$ cat config.mk
export PLATFORM = sky130hd
export DESIGN_NAME = phase_seq_decoder
export DESIGN_NICKNAME = d
export VERILOG_FILES = /design/src/rtl/phase_seq_pkg.sv /design/src/rtl/phase_code_decode.sv /design/src/rtl/phase_seq_decoder.sv
export SDC_FILE = /design/constraint.sdc
export NUM_CORES = 1
export LEC_CHECK = 0
export CORE_MARGIN = 8
export CORE_UTILIZATION = 55
export DETAILED_ROUTE_END_ITERATION = 12
export PLACE_DENSITY_LB_ADDON = 0.25
export SETUP_SLACK_MARGIN = 0.3
export SLEW_MARGIN = 20
export SYNTH_ARGS = -nofsm -noshare
export SYNTH_HDL_FRONTEND = slang
export SYNTH_HIERARCHICAL = 1
export SYNTH_SLANG_ARGS = --single-unit
$ cat constraint.sdc
create_clock -name clk -period 6.8 [get_ports clk]
set_input_delay 1.36 -clock clk [delete_from_list [all_inputs] [get_ports clk]]
set_output_delay 1.36 -clock clk [all_outputs]
set_load 0.01 [all_outputs]
$ cat src/rtl/phase_seq_pkg.sv
// +----------------------------------------------------------------------------+
// | phase_seq_pkg                                                              |
// | Shared constants and types for the four-phase rotation checker.            |
// | Revision: 1.0                                                              |
// +----------------------------------------------------------------------------+
`default_nettype none

package phase_seq_pkg;

  // Patterns on {clk_270, clk_180, clk_90, clk_0}
  localparam logic [3:0] Q0_CODE = 4'b1001;
  localparam logic [3:0] Q1_CODE = 4'b0011;
  localparam logic [3:0] Q2_CODE = 4'b0110;
  localparam logic [3:0] Q3_CODE = 4'b1100;

  localparam logic [1:0] ERR_ILLEGAL = 2'd0;
  localparam logic [1:0] ERR_REVERSE = 2'd1;
  localparam logic [1:0] ERR_SKIP    = 2'd2;
  localparam logic [1:0] ERR_STALL   = 2'd3;

  typedef enum logic [1:0] {
    ST_UNLOCKED = 2'd0,
    ST_ACQUIRE  = 2'd1,
    ST_LOCKED   = 2'd2
  } lock_state_e;

endpackage : phase_seq_pkg

`default_nettype wire

$ cat src/rtl/phase_code_decode.sv
// +----------------------------------------------------------------------------+
// | phase_code_decode                                                          |
// | Maps a synchronized 4-bit phase pattern to its quadrant and legality.      |
// | Revision: 1.0                                                              |
// +----------------------------------------------------------------------------+
`default_nettype none

module phase_code_decode (
  input  logic [3:0] code_i,
  output logic [1:0] quad_o,
  output logic       legal_o
);
  import phase_seq_pkg::*;

  always_comb begin
    quad_o  = 2'd0;
    legal_o = 1'b0;
    case (code_i)
      Q0_CODE: begin quad_o = 2'd0; legal_o = 1'b1; end
      Q1_CODE: begin quad_o = 2'd1; legal_o = 1'b1; end
      Q2_CODE: begin quad_o = 2'd2; legal_o = 1'b1; end
      Q3_CODE: begin quad_o = 2'd3; legal_o = 1'b1; end
      default: begin quad_o = 2'd0; legal_o = 1'b0; end
    endcase
  end

endmodule : phase_code_decode

`default_nettype wire

$ cat src/rtl/phase_seq_decoder.sv
// +----------------------------------------------------------------------------+
// | phase_seq_decoder                                                          |
// | Samples a four-phase clock set, checks forward rotation, counts rotations  |
// | and tracks lock. Stall watchdog compiled in with PHASE_SEQ_STALL_EN.       |
// | Revision: 1.0                                                              |
// +----------------------------------------------------------------------------+
`default_nettype none

module phase_seq_decoder #(
  parameter int LOCK_CNT  = 8,
  parameter int CNT_W     = 16,
  parameter int STALL_CYC = 64
) (
  input  logic             clk,
  input  logic             reset_n,
  input  logic [3:0]       ph_in,
  input  logic             clear,
  output logic [1:0]       quadrant,
  output logic             quad_valid,
  output logic             locked,
  output logic [CNT_W-1:0] rot_count,
  output logic             err_pulse,
  output logic [1:0]       err_code,
  output logic             err_sticky
);
  import phase_seq_pkg::*;

  localparam int ACQ_W = $clog2(LOCK_CNT + 1);

  logic [3:0]       s1_q, s2_q;
  logic [1:0]       dec_quad;
  logic             dec_legal;

  logic [1:0]       quad_q, quad_d;
  logic             qv_q, qv_d;
  lock_state_e      state_q, state_d;
  logic [ACQ_W-1:0] acq_q, acq_d;
  logic [CNT_W-1:0] rot_q, rot_d;
  logic             ep_q, ep_d;
  logic [1:0]       ec_q, ec_d;
  logic             es_q, es_d;

  logic [1:0]       qstep;
  logic             tracking;
  logic             quad_chg;
  logic             is_fwd, is_rev, is_skip, is_ill, is_stall;
  logic             any_err;
  logic             rot_inc;

  phase_code_decode u_decode (
    .code_i  (s2_q),
    .quad_o  (dec_quad),
    .legal_o (dec_legal)
  );

  always_ff @(posedge clk or negedge reset_n) begin
    if (!reset_n) begin
      s1_q <= 4'd0;
      s2_q <= 4'd0;
    end else begin
      s1_q <= ph_in;
      s2_q <= s1_q;
    end
  end

  // Illegal codes leave quad_q untouched, so the next legal code is judged against the last good one.
  assign qstep    = dec_quad - quad_q;
  assign tracking = (state_q != ST_UNLOCKED);
  assign quad_chg = dec_legal && (qstep != 2'd0);
  assign is_fwd   = dec_legal && tracking && (qstep == 2'd1);
  assign is_rev   = dec_legal && tracking && (qstep == 2'd3);
  assign is_skip  = dec_legal && tracking && (qstep == 2'd2);
  // Reported on entry into an illegal pattern; this also hides the all-zero reset pattern.
  assign is_ill   = !dec_legal && qv_q;

`ifdef PHASE_SEQ_STALL_EN
  localparam int WD_W = $clog2(STALL_CYC + 1);

  logic [WD_W-1:0] wd_q, wd_d;

  always_comb begin
    wd_d = wd_q;
    if (quad_chg) begin
      wd_d = '0;
    end else if (wd_q != WD_W'(STALL_CYC)) begin
      wd_d = wd_q + WD_W'(1);
    end
  end

  always_ff @(posedge clk or negedge reset_n) begin
    if (!reset_n) begin
      wd_q <= '0;
    end else begin
      wd_q <= wd_d;
    end
  end

  assign is_stall = tracking && !quad_chg && (wd_q == WD_W'(STALL_CYC - 1));
`else
  logic stall_cfg_unused;
  assign stall_cfg_unused = (STALL_CYC > 0);
  assign is_stall         = 1'b0;
`endif

  assign any_err = is_ill || is_skip || is_rev || is_stall;

  always_comb begin
    state_d = state_q;
    acq_d   = acq_q;
    quad_d  = quad_q;
    qv_d    = dec_legal;
    ep_d    = any_err;
    ec_d    = ec_q;
    rot_inc = 1'b0;

    if (dec_legal) begin
      quad_d = dec_quad;
    end

    if (is_ill) begin
      ec_d = ERR_ILLEGAL;
    end else if (is_skip) begin
      ec_d = ERR_SKIP;
    end else if (is_rev) begin
      ec_d = ERR_REVERSE;
    end else if (is_stall) begin
      ec_d = ERR_STALL;
    end

    case (state_q)
      ST_UNLOCKED: begin
        if (dec_legal) begin
          state_d = ST_ACQUIRE;
          acq_d   = '0;
        end
      end
      ST_ACQUIRE: begin
        if (is_ill || is_stall) begin
          state_d = ST_UNLOCKED;
          acq_d   = '0;
        end else if (is_skip || is_rev) begin
          acq_d = '0;
        end else if (is_fwd) begin
          if (acq_q == ACQ_W'(LOCK_CNT - 1)) begin
            state_d = ST_LOCKED;
            acq_d   = '0;
            rot_inc = (quad_q == 2'd3);
          end else begin
            acq_d = acq_q + ACQ_W'(1);
          end
        end
      end
      ST_LOCKED: begin
        if (any_err) begin
          state_d = ST_UNLOCKED;
        end else if (is_fwd && (quad_q == 2'd3)) begin
          rot_inc = 1'b1;
        end
      end
      default: begin
        state_d = ST_UNLOCKED;
        acq_d   = '0;
      end
    endcase

    // clear beats a same-cycle increment; a same-cycle error beats clear on the sticky flag.
    rot_d = rot_q;
    if (clear) begin
      rot_d = '0;
    end else if (rot_inc) begin
      rot_d = rot_q + CNT_W'(1);
    end

    es_d = es_q;
    if (any_err) begin
      es_d = 1'b1;
    end else if (clear) begin
      es_d = 1'b0;
    end
  end

  always_ff @(posedge clk or negedge reset_n) begin
    if (!reset_n) begin
      state_q <= ST_UNLOCKED;
      acq_q   <= '0;
      quad_q  <= 2'd0;
      qv_q    <= 1'b0;
      rot_q   <= '0;
      ep_q    <= 1'b0;
      ec_q    <= 2'd0;
      es_q    <= 1'b0;
    end else begin
      state_q <= state_d;
      acq_q   <= acq_d;
      quad_q  <= quad_d;
      qv_q    <= qv_d;
      rot_q   <= rot_d;
      ep_q    <= ep_d;
      ec_q    <= ec_d;
      es_q    <= es_d;
    end
  end

  assign quadrant   = quad_q;
  assign quad_valid = qv_q;
  assign locked     = (state_q == ST_LOCKED);
  assign rot_count  = rot_q;
  assign err_pulse  = ep_q;
  assign err_code   = ec_q;
  assign err_sticky = es_q;

endmodule : phase_seq_decoder

`default_nettype wire

* Word level (Yosys, flattened, before mapping)
Cells that the tools add are included.
Word-level totals: register bits after elaboration 37, bits in latches 0, bits in writable memories 0, ROM bits 0, output and inout bits 24, word-level logic and storage cells 78, memories kept 0
Operators by class: $add $sub $neg 3, multiply operators 0, divide/modulo/power cells 0, $lt $le $gt $ge 0, equality and inequality tests 17, shift-type cells 0, muxes and demuxes 29, bitwise logic cells 1, reduce and logical (&&, ||, !) cells 18
Operator list (count):
- $mux W16 | 2
- $mux W4 | 5
- $mux W2 | 9
- $add A16 B1 Y16 const B | 1
- $pmux W2 S3 | 2
- $pmux W4 S3 | 1
- $mux W1 | 9
- $ne A3 B3 Y1 const B | 3
- $eq A2 B2 Y1 const B | 4
- $eq A4 B3 Y1 const B | 2
- $eq A4 B4 Y1 const B | 2
- $logic_and A1 B1 Y1 | 6
- $reduce_bool A2 Y1 | 3
- $reduce_and A5 Y1 | 1
- $add A4 B1 Y4 const B | 1
- $eq A2 B1 Y1 const B | 2
- $eq A4 B2 Y1 const B | 1
- $ne A4 B4 Y1 const B | 1
- $reduce_or A4 Y1 | 1
- $logic_or A1 B1 Y1 | 3
- $reduce_and A3 Y1 | 1
- $reduce_bool A3 Y1 | 1
- $logic_not A2 Y1 | 1
- $ne A2 B1 Y1 const B | 1
- other kinds (5) | 5

* Longest topological paths before layout
depth after elaboration 11, gate-level depth with buffers 11

* By module
The synthesis kept the hierarchy.
By module, submodules not included:
- phase_seq_decoder | instances 1, cells an instance 182, area each 1896.8 um2, seq. area each 925.9 um2
- phase_code_decode | instances 1, cells an instance 8, area each 48.8 um2, seq. area each 0.0 um2

* Least setup slack after synthesis
Ideal clock, no wire load.
path type reg-to-reg, from reg s2_q[3], to reg rot_q[10] (netlist: rot_count[10]), data arrival time 2521 ps, required time 6680 ps, setup slack 4159 ps, cell stages (with the launch flop) 9, period minus slack after synthesis 2641 ps, cells stage by stage dfrtp_1 > o32ai_1 > inv_1 > ha_1 > or3b_1 > buf_2 > a2111o_1 > or4_1 > o211a_1
Between the ends: cells in the longest elaborated chain, start to end 10
Ends and longest elaborated chain:
- start: declaration | RTL line phase_seq_decoder.sv:30 | logic [3:0] s1_q, s2_q;
- start signal: assignment | RTL line phase_seq_decoder.sv:62 | s2_q <= s1_q;
- $eq A4 B4 Y1 (tied with other cells) | RTL line phase_code_decode.sv:18 | case (code_i)
- $pmux W2 S3 * | RTL line phase_code_decode.sv:18
- net dec_quad[0] | RTL line phase_seq_decoder.sv:31 | logic [1:0] dec_quad;
- $sub A2 B2 Y2 * | RTL line phase_seq_decoder.sv:67 | assign qstep = dec_quad - quad_q;
- $eq A2 B1 Y1 (tied with other cells) | RTL line phase_seq_decoder.sv:70 | assign is_fwd = dec_legal && tracking && (qstep == 2'd1);
- $logic_and A1 B1 Y1, on equally long branches | RTL line phase_seq_decoder.sv:70, phase_seq_decoder.sv:71, phase_seq_decoder.sv:72
- $mux W1 (tied with other cells) | RTL line phase_seq_decoder.sv:143 | end else if (is_fwd) begin
- $mux W1 (tied with other cells) | RTL line phase_seq_decoder.sv:141 | end else if (is_skip || is_rev) begin
- $mux W1, on equally long branches | RTL line phase_seq_decoder.sv:138, phase_seq_decoder.sv:154
- $pmux W1 S2 * | RTL line phase_seq_decoder.sv:130 | case (state_q)
- $reduce_bool A2 Y1 (no source line) *
- end signal: assignment | RTL line phase_seq_decoder.sv:197 | rot_q <= rot_d;
- end: declaration | RTL line phase_seq_decoder.sv:38 | logic [CNT_W-1:0] rot_q, rot_d;
Mark *: on every way through the listed nets, which the timed path passes. The rest lies on a longest branch. A chain may end at the register's enable or synchronous reset.

* Worst setup path in the final report
from reg s2_q[0], to reg rot_q[10] (netlist: rot_count[10])
Between the ends: cells in the longest elaborated chain, start to end 10
Ends and longest elaborated chain:
- $eq A4 B4 Y1 (tied with other cells) | RTL line phase_code_decode.sv:18
- $reduce_or A4 Y1 (no source line) *
- $mux W1 * | RTL line phase_code_decode.sv:18
- net dec_legal | RTL line phase_seq_decoder.sv:32 | logic dec_legal;
- $logic_and A1 B1 Y1 / $logic_not A1 Y1 (equally long branches)
- $logic_and A1 B1 Y1, on equally long branches
- $mux W1 (tied with other cells) | RTL line phase_seq_decoder.sv:143
- $mux W1 (tied with other cells) | RTL line phase_seq_decoder.sv:141
- $mux W1, on equally long branches | RTL line phase_seq_decoder.sv:138, phase_seq_decoder.sv:154
- $pmux W1 S2 * | RTL line phase_seq_decoder.sv:130
- $reduce_bool A2 Y1 (no source line) *
Marks and branches as above.

==> summary.md <==
| Metric | Value |
|---|---|
| Commonest non-fill, non-tap cells in the layout | 37 x dfrtp_1, 30 x clkdlybuf4s50_1, 14 x a21oi_1 |
| TritonCTS clock tree | yes |
| Initial Util | 57.8% |
| Htree depth | 2 |
| DRT Wirelength | 4490 um |
| Final instance area | 2350 sq um |
| Worst-Margin Slew | 0.925 ns |
| Final hold violation count | 0 |
| Ports | 31 |
| RSZ-0062 raised after global routing | no |
| Synth warn | 6 |
| Die X | 75.5 um |
| Element type at the critical path start | register |
| Max incr delay on CP | 0.64 ns |
| WP data arrival | 3.43 ns |
| Core area | 3360 sq um |
| Cell Area, Placed | 2270 sq um |
| R2R Setup Slk | 3.61 ns |
| Fin Setup TNS | 0 ns |
| Critical path data required time | 7.04 ns |
| Row count | 21 |
| Max Fanout on Critical Path | 26 |
| Avg Inst Size Synth | 10.2 sq um |
| Routed via count | 1,649 |
| Deepest clock path buffer count | 2 |
| Share of layout cells above drive strength 1 | 4.98% |
| Die Ht | 75.5 um |
| TritonRoute pass-1 iters | 5 |
| Vias in the first global route | 1,609 |
| Largest net degree at the start of global routing | 38 |
| Post-synth top flop | dfrtp_1 |
| Mapped Nets | 203 |
| Post-synth cell types | 49 |
| Post-DP HPWL | 3190 um |
| Max cap viols | 0 |
| Tot GR Track Use | 17.6% |
| Post-CTS Resized | 0 |
| Worst min path class | reg2reg |
| Min-Delay Endpoint | s2_q[2]$_DFF_PN0_ |
| Routability cong. | 0.828 |
| Postcts setup bufs | 0 |
| Critical-path cell list | nand2b_1, a21oi_1, or3b_1, a2111o_1, or4_1, o211a_1 |
| ANT nets after route | 0 |
| Clk_lat worst skew | 0.36 ns |
| Crit end category | register |
| Crit-path slowest cell | a2111o_1 |
| FF-to-FF Start | s2_q[0]$_DFF_PN0_ |
| Initial detailed-routing violation count | 120 |
| Fin crit share | 46.9% |
| Sequential-to-total area share from yosys stat | 47.6% |
| FF+latch area | 926 sq um |
| CP delay by family, top | simple AND/OR/NAND/NOR gates |
| Crit Path Class | reg2reg |
| Reg2reg path depth | 6 |
| Fin. max-slew vios | 0 |
| Vias per cell | 6.18 |
| Final nets | 233 |
| Synthesis-to-layout area growth | 20.9% |
| Synth async-reset ratio | 100% |
| R2r endpoint | rot_count[10]$_DFFE_PN0P_ |
| Gate Count Post-Synth | 190 |
| Sink Count | 37 |
| PD cells | 209 nW/um^2 |
| Design Power | 492 uW |
| Static leakage power | 0.000927 uW |
| VDD IR max | 0.000149 V |
| Die area | 5700 sq um |
| Drt drc | 0 |
| CP Launch Point | s2_q[0]$_DFF_PN0_ |
| Routed length per instance | 16.8 um |
| Beginning of the worst hold path | s1_q[2]$_DFF_PN0_ |
| Multi-input logic area | 947 sq um |
| Hold path cells | 0 |
| Root buffer cell | clkbuf_4 |
| Commonest non-fill, non-tap cell in the layout | dfrtp_1 |
| Seq cells post-synth | 37 |
| Buf/Inv on CP | 0 |
| Slew HR | 38.2% |
| Mapped Area | 1950 sq um |
| CTS Buf Count | 5 |
| Fillers | 274 |
| CTS Hold Buffers Added | 0 |
| Clock slew at reported path FFs | 0.12 ns |
| Fmax | 314 MHz |
| Buffers on Ports | 30 |
| Outcome | finished clean |
| Fin crit period | 3.19 ns |
| N_diodes | 0 |
| Antenna violations before repair | 0 |
| First-pass GRT wire length | 7650 um |
| Grt ovf | 0 |
| Worst Skew | 0.0166 ns |
| Post-synth EDFFs | 0 |
| Final setup fails | 0 |
==> worst max path at each step <==
stage	endpoint	slack (ns)	cells after the start
final	rot_count[10]$_DFFE_PN0P_	3.61	6
after global routing	rot_count[10]$_DFFE_PN0P_	3.45	6
after floorplan	rot_count[10]$_DFFE_PN0P_	4.16	8
after global placement	rot_count[10]$_DFFE_PN0P_	3.81	6
after detailed placement	rot_count[8]$_DFFE_PN0P_	3.68	7
after CTS	rot_count[10]$_DFFE_PN0P_	3.62	8
==> per-stage QoR <==
step | hold WS [ns] | setup slack (ns) | util (%) | cells
floorplan | 0.331 | 4.16 | - | 190
global placement | 0.335 | 3.81 | 67.4 | 259
detailed placement | 0.335 | 3.68 | 67.4 | 259
CTS | 0.362 | 3.62 | 69.9 | 267
global route | 0.371 | 3.45 | 69.9 | 267
finish | 0.360 | 3.61 | 69.9 | 267
==> state kept, by name, indices dropped and copies added, names as in the netlist <==
name        flops
err_sticky      1
s1_q            4
acq_q           4
quadrant        2
rot_count      16
s2_q            4
err_pulse       1
quad_valid      1
err_code        2
state_q         2
==> cell type report <==
type                       instances  share of cell area [%]
inverter                           8                    1.28
clock buffer                       5                    1.60
timing repair buffer              31                    13.1
multi-input combinational        137                    40.3
clock inverter                     3                    1.97
tap                               46                    2.45
sequential                        37                    39.4
==> Yosys cell counts, types with 3 or more instances <==
cell / number / share of area (%)
a21oi_1: 14 / 3.6
a22o_1: 4 / 1.8
and4_1: 3 / 1.4
clkbuf_1: 4 / 0.77
dfrtp_1: 37 / 48
ha_1: 6 / 3.9
inv_1: 8 / 1.5
nand2_1: 13 / 2.5
nand2b_1: 5 / 1.6
nand3_1: 7 / 1.8
nand4_1: 3 / 0.96
nor2_1: 7 / 1.4
nor2b_1: 3 / 0.96
nor3_1: 5 / 1.3
o21ai_0: 9 / 2.3
o31ai_1: 8 / 3.1
or3_1: 3 / 0.96
or4_1: 9 / 3.5
xnor2_1: 3 / 1.4
==> power by group <==
group | internal, uW | total, uW | switching [uW]
clock network | 77.8 | 158 | 79.8
registers | 231 | 239 | 8.72
logic | 42.6 | 94.7 | 52.1
total | 351 | 492 | 141
==> logic make-up (layout without fill, tap and decap cells) <==
logic type	Yosys count	count (layout)	synth area share (%)
fa+ha+maj	6	6	3.86
xor+xnor	5	5	3.73
mux	2	2	1.16
flops	37	37	47.6
buf+inv	16	47	3.79
compound gates	53	53	18.3
simple gates	71	71	21.6
==> routing by layer <==
layer	global-route usage (%)	routed length, um	vias to the layer above
met5	0	0	-
met4	5.54	56	0
met3	4.61	251	6
met2	30.2	2260	48
met1	20.9	1930	812
li1	-	-	783
Power figures use the tool's default switching activity.
